<file path="config.mk">
export PLATFORM = sky130hd
export DESIGN_NAME = ccip_rd_stream_engine
export DESIGN_NICKNAME = d
export VERILOG_FILES = /design/src/rtl/ccip_rd_stream_pkg.sv /design/src/rtl/ccip_rd_stream_credit.sv /design/src/rtl/ccip_rd_stream_engine.sv
export SDC_FILE = /design/constraint.sdc
export NUM_CORES = 2
export LEC_CHECK = 0
export CORE_AREA = 5 5 491 493
export CTS_BUF_LIST = sky130_fd_sc_hd__clkbuf_8
export DETAILED_ROUTE_END_ITERATION = 6
export DIE_AREA = 0 0 496 498
export SYNTH_ARGS = -nofsm -noshare
export SYNTH_HDL_FRONTEND = slang
export SYNTH_SLANG_ARGS = --single-unit
export TNS_END_PERCENT = 5
</file>
<file path="constraint.sdc">
create_clock -name clk -period 6.96 [get_ports clk]
set_input_delay 2.088 -clock clk [delete_from_list [all_inputs] [get_ports clk]]
set_output_delay 2.088 -clock clk [all_outputs]
set_load 0.01 [all_outputs]
</file>
<file path="src/rtl/ccip_rd_stream_pkg.sv">
// Shared types and constants for the CCI-P bulk read stream engine.
// Holds the engine state enum, the address/tag/data widths and the channel 0
// request encodings. The encodings are mirrored from ccip_if_pkg so this
// slice compiles without the platform package.
package ccip_rd_stream_pkg;

    localparam int unsigned RD_STREAM_ADDR_W = 42;
    localparam int unsigned RD_STREAM_TAG_W  = 16;
    localparam int unsigned RD_STREAM_DATA_W = 512;

    // c0 request header fields: eREQ_RDLINE_I, eVC_VA, eCL_LEN_1
    localparam logic [3:0] RD_STREAM_REQ_RDLINE_I = 4'h0;
    localparam logic [1:0] RD_STREAM_VC_VA        = 2'h0;
    localparam logic [1:0] RD_STREAM_CL_LEN_1     = 2'h0;

    typedef enum logic [1:0] {
        ST_IDLE  = 2'd0,
        ST_ISSUE = 2'd1,
        ST_DRAIN = 2'd2,
        ST_DONE  = 2'd3
    } t_rd_stream_state;

endpackage

</file>
<file path="src/rtl/ccip_rd_stream_credit.sv">
// Outstanding-read counter for the read stream engine.
// Ports:
//   clk, reset  - clock, synchronous active-high reset
//   inc_i       - a read request is issued this cycle
//   dec_i       - a read response is accepted this cycle
//   full_o      - registered: count == MAX_OUTSTANDING
//   empty_o     - registered: count == 0
// The caller never raises inc_i while full_o or dec_i while empty_o.
module ccip_rd_stream_credit #(
    parameter int unsigned MAX_OUTSTANDING = 64
) (
    input  logic clk,
    input  logic reset,
    input  logic inc_i,
    input  logic dec_i,
    output logic full_o,
    output logic empty_o
);

    localparam int unsigned CRD_W = $clog2(MAX_OUTSTANDING + 1);

    logic [CRD_W-1:0] count_q;
    logic [CRD_W-1:0] count_d;
    logic             full_q;
    logic             empty_q;

    // Simultaneous issue and response leave the count unchanged.
    always_comb begin
        count_d = count_q;
        if (inc_i && !dec_i) begin
            count_d = count_q + CRD_W'(1);
        end else if (dec_i && !inc_i) begin
            count_d = count_q - CRD_W'(1);
        end
    end

    // Flags are derived from the next count so they track count_q exactly.
    always_ff @(posedge clk) begin
        if (reset) begin
            count_q <= '0;
            full_q  <= 1'b0;
            empty_q <= 1'b1;
        end else begin
            count_q <= count_d;
            full_q  <= (count_d == CRD_W'(MAX_OUTSTANDING));
            empty_q <= (count_d == '0);
        end
    end

    assign full_o  = full_q;
    assign empty_o = empty_q;

endmodule

</file>
<file path="src/rtl/ccip_rd_stream_engine.sv">
// Bulk CCI-P channel 0 read engine.
// Reads num_lines consecutive cache lines starting at base_addr, one line per
// request, throttled by c0_tx_alm_full and MAX_OUTSTANDING (1..1024), and
// forwards every response tagged with its line index.
// Ports:
//   clk, reset                  - clock, synchronous active-high reset
//   start, base_addr, num_lines - run request (sampled when idle)
//   busy, done, err_stray       - run status
//   c0_tx_*                     - read request out / almost-full in
//   c0_rx_*                     - read response in
//   rd_valid, rd_idx, rd_data   - forwarded response (no backpressure)
//   lines_req, lines_rsp        - per-run request/response counts
// All outputs are registered.
module ccip_rd_stream_engine
    import ccip_rd_stream_pkg::*;
#(
    parameter int unsigned MAX_OUTSTANDING = 64,
    parameter int unsigned CNT_W           = 32
) (
    input  logic                        clk,
    input  logic                        reset,
    input  logic                        start,
    input  logic [RD_STREAM_ADDR_W-1:0] base_addr,
    input  logic [CNT_W-1:0]            num_lines,
    output logic                        busy,
    output logic                        done,
    output logic                        err_stray,
    output logic                        c0_tx_valid,
    output logic [RD_STREAM_ADDR_W-1:0] c0_tx_addr,
    output logic [RD_STREAM_TAG_W-1:0]  c0_tx_mdata,
    input  logic                        c0_tx_alm_full,
    input  logic                        c0_rx_rd_valid,
    input  logic [RD_STREAM_TAG_W-1:0]  c0_rx_mdata,
    input  logic [RD_STREAM_DATA_W-1:0] c0_rx_data,
    output logic                        rd_valid,
    output logic [RD_STREAM_TAG_W-1:0]  rd_idx,
    output logic [RD_STREAM_DATA_W-1:0] rd_data,
    output logic [CNT_W-1:0]            lines_req,
    output logic [CNT_W-1:0]            lines_rsp
);

    t_rd_stream_state            state_q,     state_d;
    logic [RD_STREAM_ADDR_W-1:0] base_q,      base_d;
    logic [CNT_W-1:0]            num_q,       num_d;
    logic [CNT_W-1:0]            lines_req_q, lines_req_d;
    logic [CNT_W-1:0]            lines_rsp_q, lines_rsp_d;
    logic                        busy_q,      busy_d;
    logic                        done_q,      done_d;
    logic                        err_q,       err_d;
    logic                        tx_valid_q,  tx_valid_d;
    logic [RD_STREAM_ADDR_W-1:0] tx_addr_q,   tx_addr_d;
    logic [RD_STREAM_TAG_W-1:0]  tx_mdata_q,  tx_mdata_d;
    logic                        rd_valid_q,  rd_valid_d;
    logic [RD_STREAM_TAG_W-1:0]  rd_idx_q,    rd_idx_d;
    logic [RD_STREAM_DATA_W-1:0] rd_data_q,   rd_data_d;

    logic                        crd_full;
    logic                        crd_empty;
    logic                        idle_start_c;
    logic                        issue_c;
    logic                        rsp_acc_c;
    logic                        rsp_stray_c;
    logic [RD_STREAM_ADDR_W-1:0] cur_base_c;
    logic [CNT_W-1:0]            cur_num_c;
    logic [CNT_W-1:0]            cur_req_c;
    logic [CNT_W-1:0]            req_next_c;

    ccip_rd_stream_credit #(
        .MAX_OUTSTANDING (MAX_OUTSTANDING)
    ) u_credit (
        .clk     (clk),
        .reset   (reset),
        .inc_i   (issue_c),
        .dec_i   (rsp_acc_c),
        .full_o  (crd_full),
        .empty_o (crd_empty)
    );

    // The first request goes out on the accepting edge itself, so the run
    // parameters are taken straight from the inputs while idle.
    always_comb begin
        idle_start_c = (state_q == ST_IDLE) && start;
        cur_base_c   = idle_start_c ? base_addr : base_q;
        cur_num_c    = idle_start_c ? num_lines : num_q;
        cur_req_c    = idle_start_c ? '0 : lines_req_q;
        req_next_c   = cur_req_c + CNT_W'(1);
        issue_c      = ((state_q == ST_ISSUE) || (idle_start_c && (num_lines != '0)))
                       && !c0_tx_alm_full && !crd_full;
        // Responses only count while a run is active and something is in flight.
        rsp_acc_c    = c0_rx_rd_valid && !crd_empty
                       && ((state_q == ST_ISSUE) || (state_q == ST_DRAIN));
        rsp_stray_c  = c0_rx_rd_valid && !rsp_acc_c;
    end

    // Next-state and registered-output logic.
    always_comb begin
        state_d     = state_q;
        base_d      = base_q;
        num_d       = num_q;
        lines_req_d = lines_req_q;
        lines_rsp_d = lines_rsp_q;
        err_d       = err_q;
        tx_valid_d  = issue_c;
        tx_addr_d   = tx_addr_q;
        tx_mdata_d  = tx_mdata_q;
        rd_valid_d  = rsp_acc_c;
        rd_idx_d    = rd_idx_q;
        rd_data_d   = rd_data_q;

        if (rsp_acc_c) begin
            lines_rsp_d = lines_rsp_q + CNT_W'(1);
            rd_idx_d    = c0_rx_mdata;
            rd_data_d   = c0_rx_data;
        end

        case (state_q)
            ST_IDLE: begin
                if (start) begin
                    base_d      = base_addr;
                    num_d       = num_lines;
                    lines_req_d = '0;
                    lines_rsp_d = '0;
                    err_d       = 1'b0;
                    state_d     = (num_lines == '0) ? ST_DONE : ST_ISSUE;
                end
            end
            ST_ISSUE: begin
            end
            ST_DRAIN: begin
                if (lines_rsp_d == num_q) begin
                    state_d = ST_DONE;
                end
            end
            ST_DONE: begin
                state_d = ST_IDLE;
            end
            default: begin
                state_d = ST_IDLE;
            end
        endcase

        if (issue_c) begin
            tx_addr_d   = cur_base_c + RD_STREAM_ADDR_W'(cur_req_c);
            tx_mdata_d  = RD_STREAM_TAG_W'(cur_req_c);
            lines_req_d = req_next_c;
            if (req_next_c == cur_num_c) begin
                state_d = ST_DRAIN;
            end
        end

        // Set after the start-clear so a stray beat on the start cycle still shows.
        if (rsp_stray_c) begin
            err_d = 1'b1;
        end

        busy_d = (state_d == ST_ISSUE) || (state_d == ST_DRAIN);
        done_d = (state_d == ST_DONE);
    end

    always_ff @(posedge clk) begin
        if (reset) begin
            state_q     <= ST_IDLE;
            base_q      <= '0;
            num_q       <= '0;
            lines_req_q <= '0;
            lines_rsp_q <= '0;
            busy_q      <= 1'b0;
            done_q      <= 1'b0;
            err_q       <= 1'b0;
            tx_valid_q  <= 1'b0;
            tx_addr_q   <= '0;
            tx_mdata_q  <= '0;
            rd_valid_q  <= 1'b0;
            rd_idx_q    <= '0;
            rd_data_q   <= '0;
        end else begin
            state_q     <= state_d;
            base_q      <= base_d;
            num_q       <= num_d;
            lines_req_q <= lines_req_d;
            lines_rsp_q <= lines_rsp_d;
            busy_q      <= busy_d;
            done_q      <= done_d;
            err_q       <= err_d;
            tx_valid_q  <= tx_valid_d;
            tx_addr_q   <= tx_addr_d;
            tx_mdata_q  <= tx_mdata_d;
            rd_valid_q  <= rd_valid_d;
            rd_idx_q    <= rd_idx_d;
            rd_data_q   <= rd_data_d;
        end
    end

    assign busy        = busy_q;
    assign done        = done_q;
    assign err_stray   = err_q;
    assign c0_tx_valid = tx_valid_q;
    assign c0_tx_addr  = tx_addr_q;
    assign c0_tx_mdata = tx_mdata_q;
    assign rd_valid    = rd_valid_q;
    assign rd_idx      = rd_idx_q;
    assign rd_data     = rd_data_q;
    assign lines_req   = lines_req_q;
    assign lines_rsp   = lines_rsp_q;

endmodule

</file>
=== Word level (Yosys, flattened, before mapping) ===
Cells that the tools add are included.

* $add $sub $neg: 5
* Equal/unequal tests: 9
* Mux-type cells: 20
* Reductions and logical operators: 28

{| class="wikitable"
|+ Operators with widths
! cell !! number
|-
| 2-to-1 mux 32 bit || 8
|-
| adder 32 x 1 -> 32 bit (second input constant) || 2
|-
| equality test 32 bit || 2
|-
| adder 42 x 32 -> 42 bit || 1
|-
| 2-to-1 mux 42 bit || 1
|-
| zero test 32 bit || 1
|-
| nonzero test 32 bit || 1
|-
| 2-to-1 mux 7 bit || 2
|-
| 2-to-1 mux 2 bit || 5
|-
| logical AND 1 bit || 9
|-
| equality test 2 bit (second input constant) || 4
|-
| nonzero test 2 bit || 4
|-
| adder 7 x 1 -> 7 bit (second input constant) || 1
|-
| equality test 7 bit (second input constant) || 1
|-
| zero test 7 bit || 1
|-
| subtractor 7 x 1 -> 7 bit (second input constant) || 1
|-
| case mux 2 bit (3 select lines) || 1
|-
| AND reduction 2 bit || 3
|-
| zero test 1 bit || 5
|-
| equality test 2 x 1 -> 1 bit (second input constant) || 2
|-
| logical OR 1 bit || 3
|-
| 2-to-1 mux 1 bit || 3
|-
| zero test 2 bit || 1
|}

* Register bits after elaboration: 740
* Bits of input ports: 607
* Output and inout port bits: 655
* Word-level logic and storage cells: 79

=== Longest topological paths before layout ===
* Word-level depth: 11
* Mapped depth: 22
* Depth with buffers taken out: 16

=== By module ===
From an unflattened synthesis, not the netlist that was laid out.

* Cells, all modules: 3,904
* Area, all modules: 30,262.8 µm²

{| class="wikitable"
|+ Modules (own cells, without submodules)
! module !! times used !! cells an instance !! area an instance (µm²) !! sequential area each (µm²)
|-
| ccip_rd_stream_engine || 1 || 3,849 || 29,723.5 || 14,634.0
|-
| ccip_rd_stream_credit || 1 || 55 || 539.3 || 180.2
|}

=== Worst setup path after synthesis ===
Ideal clock, no wire load.

* Path type: input-to-reg
* Start: input start
* End: register busy_q, in the netlist busy
* Library setup time: 0.129 ns
* Arrival: 6.020 ns
* Required time: 6.831 ns
* Slack: 0.811 ns
* Stages: 20
* Buffers on the path: 7
* Path through: buf_6 > nand2_1 > buf_2 > buf_2 > buf_2 > clkbuf_1 > and2_1 > ha_1 > and4_1 > buf_2 > nand3_2 > or4_4 > buf_6 > o21ai_2 > nand4_1 > a2111oi_2 > o2111a_1 > a31oi_1 > ha_1 > nor2b_1

* Cells in the longest elaborated chain, start to end: 8
* Elaborated cells between the ends (all ways): 16
* Those cells by class: add/sub: 1; eq/ne: 3; mux: 6; reduce/logical: 6

{| class="wikitable"
|+ Ends and longest elaborated chain
! element !! RTL line !! source
|-
| start: declaration || ccip_rd_stream_engine.sv:22 || <nowiki>input logic start,</nowiki>
|-
| logical AND 1 bit (*) || ccip_rd_stream_engine.sv:82 || <nowiki>idle_start_c = (state_q == ST_IDLE) && start;</nowiki>
|-
| 2-to-1 mux 32 bit (*) || ccip_rd_stream_engine.sv:85 || <nowiki>cur_req_c = idle_start_c ? '0 : lines_req_q;</nowiki>
|-
| named net cur_req_c[1] || ccip_rd_stream_engine.sv:65 || <nowiki>logic [CNT_W-1:0] cur_req_c;</nowiki>
|-
| adder 32 x 1 -> 32 bit (*) || ccip_rd_stream_engine.sv:86 || <nowiki>req_next_c = cur_req_c + CNT_W'(1);</nowiki>
|-
| equality test 32 bit (*) || ccip_rd_stream_engine.sv:146 || <nowiki>if (req_next_c == cur_num_c) begin</nowiki>
|-
| 2-to-1 mux 2 bit (*) || ccip_rd_stream_engine.sv:146 ||
|-
| 2-to-1 mux 2 bit (*) || ccip_rd_stream_engine.sv:142 || <nowiki>if (issue_c) begin</nowiki>
|-
| named net state_d[0] || ccip_rd_stream_engine.sv:42 || <nowiki>t_rd_stream_state state_q, state_d;</nowiki>
|-
| equality test 2 x 1 -> 1 bit / equality test 2 bit (equally long branches) || ccip_rd_stream_engine.sv:156 || <nowiki>busy_d = (state_d == ST_ISSUE) || (state_d == ST_DRAIN);</nowiki>
|-
| logical OR 1 bit (*) || ccip_rd_stream_engine.sv:156 ||
|-
| named net busy_d || ccip_rd_stream_engine.sv:47 || <nowiki>logic busy_q, busy_d;</nowiki>
|-
| end signal: assignment || ccip_rd_stream_engine.sv:182 || <nowiki>busy_q <= busy_d;</nowiki>
|-
| end: declaration || ccip_rd_stream_engine.sv:47 ||
|}

The timed path passes the listed nets; every way through them passes the cells marked *.
A chain may end at the register's enable or synchronous reset.

=== Final worst setup path ===
* Start: input start
* End: register tx_addr_q[41], in the netlist c0_tx_addr[41]

* Cells in the longest elaborated chain, start to end: 5
* Elaborated cells between the ends (all ways): 8
* Those cells by class: add/sub: 1; mux: 2; reduce/logical: 5

{| class="wikitable"
|+ Ends and longest elaborated chain
! element !! RTL line !! source
|-
| logical AND 1 bit (*) || ccip_rd_stream_engine.sv:82 ||
|-
| branches (longest 4 deep; another with adder 42 x 32 -> 42 bit) || - ||
|-
| end signal: assignment || ccip_rd_stream_engine.sv:186 || <nowiki>tx_addr_q <= tx_addr_d;</nowiki>
|-
| end: declaration || ccip_rd_stream_engine.sv:51 || <nowiki>logic [RD_STREAM_ADDR_W-1:0] tx_addr_q, tx_addr_d;</nowiki>
|}

Mark *: on every way between the ends.

==> impl_metrics.csv <==
group,metric,value,unit
placed_design,place.gp.congestion,0.959,
global_routing,gr-total-overflow,0,
synth,synth_cell_type_count,84,
timing,fin_setup_tns,0,ps
clock_tree,insertion_delay,910,ps
setup_path,cpLargestDelayFamily,"simple AND/OR/NAND/NOR gates",
placed_design,place.detailed.hpwl,202000,um
global_routing,grt_pass1_vias,33200,
placed_design,dpl.cell_count,8130,
placed_design,place_area,46500,um2
die,initial_core_util,12.9,%
synth,synth_edf_count,0,
timing,finalCriticalPeriod,5660,ps
setup_path,start_kind,"input port",
die,rows,179,
final_layout,drive_gt1_share,6.01,%
setup_path,arrival,6490,ps
final_layout,seq_area,14800,um2
timing,slew_viol_final,0,
die,dieArea,247000,um2
final_layout,multi_input_area,14600,um2
setup_path,critical_path_buf_inv_count,2,
clock_tree,clkSinkCount,740,
die,core_area,237000,um2
status,status,"finished with violations",
die,num_io_pins,1262,
detailed_routing,via_count,34000,
detailed_routing,dr.pass1.iters,7,
final_layout,area_growth_syn_to_layout,63.1,%
synth,synthCells,3934,
timing,worst_pin_slew,1170,ps
final_layout,fillers,26500,
global_routing,grt_max_degree,170,
timing,hold_viol_final,0,
final_layout,instances_no_fill,8425,
setup_path,path_cells,"clkdlybuf4s50_1, and2_2, buf_4, nand2_1, nand2_1, ha_1, nand4_1, nor2_1, and4_1, a32o_1, o21ai_1, a311oi_1, nor2_1, or4_1, nand3_1",
setup_path,r2r_cells,16,
run,drv_cap,0,
placed_design,io_buffers,1261,
timing,setup_viol,0,
die,fp.dieW,496,um
worst_hold_path,hp-class,"flip-flop to flip-flop",
timing,holdWs,452,ps
setup_path,slowest_delay,650,ps
detailed_routing,ant_nets,0,
power,leakage,16.8,nW
setup_path,cp_data_required_time,7790,ps
setup_path,path_class,"input port to flip-flop",
synth,syn_area,30600,um2
timing,fin_skew,52.6,ps
power,p_per_area,229,nW/um2
timing,relSlewSlack,22.0,%
detailed_routing,vias_per_cell,4.04,
synth,syn-num-nets,4583,
synth,synthFlopType,"dfxtp_1",
synth,synth.yosys.warnings,0,
synth,async_flop_share,0,%
synth,yosysSeqAreaShare,48.5,%
final_layout,fin_area,49900,um2
clock_tree,clock-root-buffer,"clkbuf_8",
setup_path,path_depth,15,
clock_tree,cts_max_level,4,
clock_tree,clock_path_buffers,3,
final_layout,final_nets,5770,
detailed_routing,drc,8,
detailed_routing,wl_per_cell,29.0,um
setup_path,endpoint_kind,"flip-flop",
worst_hold_path,hold_depth,2,
timing,post-route-period-util,81.3,%
global_routing,grt_pass1_wl,319000,um
clock_tree,postCtsHoldBufs,0,
clock_tree,cts-buffers-inserted,156,
clock_tree,postCtsSetupBuffers,0,
synth,synth-seq-cells,740,
setup_path,cp_max_fo,15,
timing,rsz0062_at_grt,"no",
detailed_routing,wirelength,245000,um
power,peakVddDrop,152,uV
die,die_y,498,um
detailed_routing,first_iter_violations,2728,
clock_tree,cts_resized,0,
status,failed_checks,"design-rule violations",
setup_path,slowest_stage,"clkdlybuf4s50_1",
synth,syn_area_per_cell,7.77,um2
final_layout,final_util,21.1,%
timing,max_freq,177,MHz
clock_tree,cts_tree,"done",
global_routing,grt_usage,19.0,%
global_routing,antenna_found_initial,63,
clock_tree,clkTransAtPathRegs,60,ps
==> synth_stat cells (31+ instances only) <==
library cell	count	area share [%]
nand2_1	1377	17
mux2i_1	31	1.0
ha_1	41	1.7
nand3_1	61	1.0
a21oi_1	677	11
xor2_1	60	1.7
xnor2_1	83	2.4
nand4_1	37	0.76
and2_1	36	0.74
nor2_1	129	1.6
o21ai_0	40	0.66
inv_1	34	0.42
dfxtp_1	740	48
clkbuf_1	245	3.0
==> state kept, by name (all words and copies together) (netlist names), 2 cells and up <==
signal	count
rd_data	512
base_q	42
c0_tx_addr	42
lines_req	32
lines_rsp	32
num_q	32
c0_tx_mdata	16
rd_idx	16
u_credit.count_q	7
state_q	2
==> cells by family after synthesis <==
| family | Yosys count | synth area share, % |
|---|---|---|
| adders and majority gates | 42 | 1.74 |
| xor gates and xnor gates | 150 | 4.63 |
| buffers and inverters | 306 | 3.90 |
| DFF | 740 | 48.5 |
| and+or+nand+nor | 1818 | 25.0 |
| AOI/OAI and AO/OA | 845 | 15.1 |
| muxes | 33 | 1.09 |
==> worst reg2reg max path, stage by stage (launching register included) <==
cell      delay (ps)
dfxtp_1          330
inv_1            130
ha_1             670
and2_2           460
buf_4            300
nand2_1          120
nand2_1           80
ha_1             210
nand4_1          250
nor2_1           300
and4_1           230
a32o_1           290
o21ai_1          140
a311oi_1         470
nor2_1           210
or4_1            520
nand3_1          100
==> power breakdown <==
group	internal, W	total, W	switching [W]
registers	0.00441	0.00455	0.000147
logic	0.000756	0.00175	0.000989
clock network	0.00276	0.00510	0.00235
total	0.00792	0.0114	0.00348
==> final timing paths <==
path / slack [ps] / to / startpoint
max: 1300 / c0_tx_addr[41]$_SDFFE_PP0P_ / start
min: 450 / rd_data[170]$_SDFFE_PP0N_ / rd_data[170]$_SDFFE_PP0N_
max reg2reg: 2060 / c0_tx_addr[41]$_SDFFE_PP0P_ / state_q[1]$_SDFF_PP0_
min reg2reg: 450 / rd_data[170]$_SDFFE_PP0N_ / rd_data[170]$_SDFFE_PP0N_
==> placed cells by master (no fill, tap or decap), drive strengths merged, types with 31 or more instances in the layout <==
cell           Yosys  routed
a21oi            677     677
and2              37      37
buf               26      40
clkbuf           245     196
clkdlybuf4s50      0    1260
dfxtp            740     740
ha                41      41
inv               35      87
mux2i             31      31
nand2           1377    1377
nand3             62      62
nand4             38      38
nor2             129     129
nor3              32      32
o21ai             46      46
xnor2             83      83
xor2              60      60
==> through the flow <==
step	total power, W	worst slack, ps
after global placement	0.00641	538
after detailed placement	0.00641	470
final	0.0114	1300
after floorplan	0.00526	811
after global routing	0.0120	1230
after CTS	0.0117	1550
==> layout make-up <==
class | count | share of cell area (%)
clock inverters | 84 | 1.24
well taps | 3167 | 7.95
repair buffers | 1300 | 26.1
clock buffers | 196 | 5.41
flip-flops and latches | 740 | 29.7
multi-input cells | 2888 | 29.2
inverters | 35 | 0.263
diodes | 15 | 0.0753
==> routing by layer <==
metal	vias to the layer above	track usage, %	routed length [um]
li1	15600	-	-
met5	-	0	115
met1	16700	24.4	105000
met4	16	3.24	4220
met2	1513	31.0	112000
met3	284	6.58	22900
Note: power is estimated with default switching activity, not from simulation.
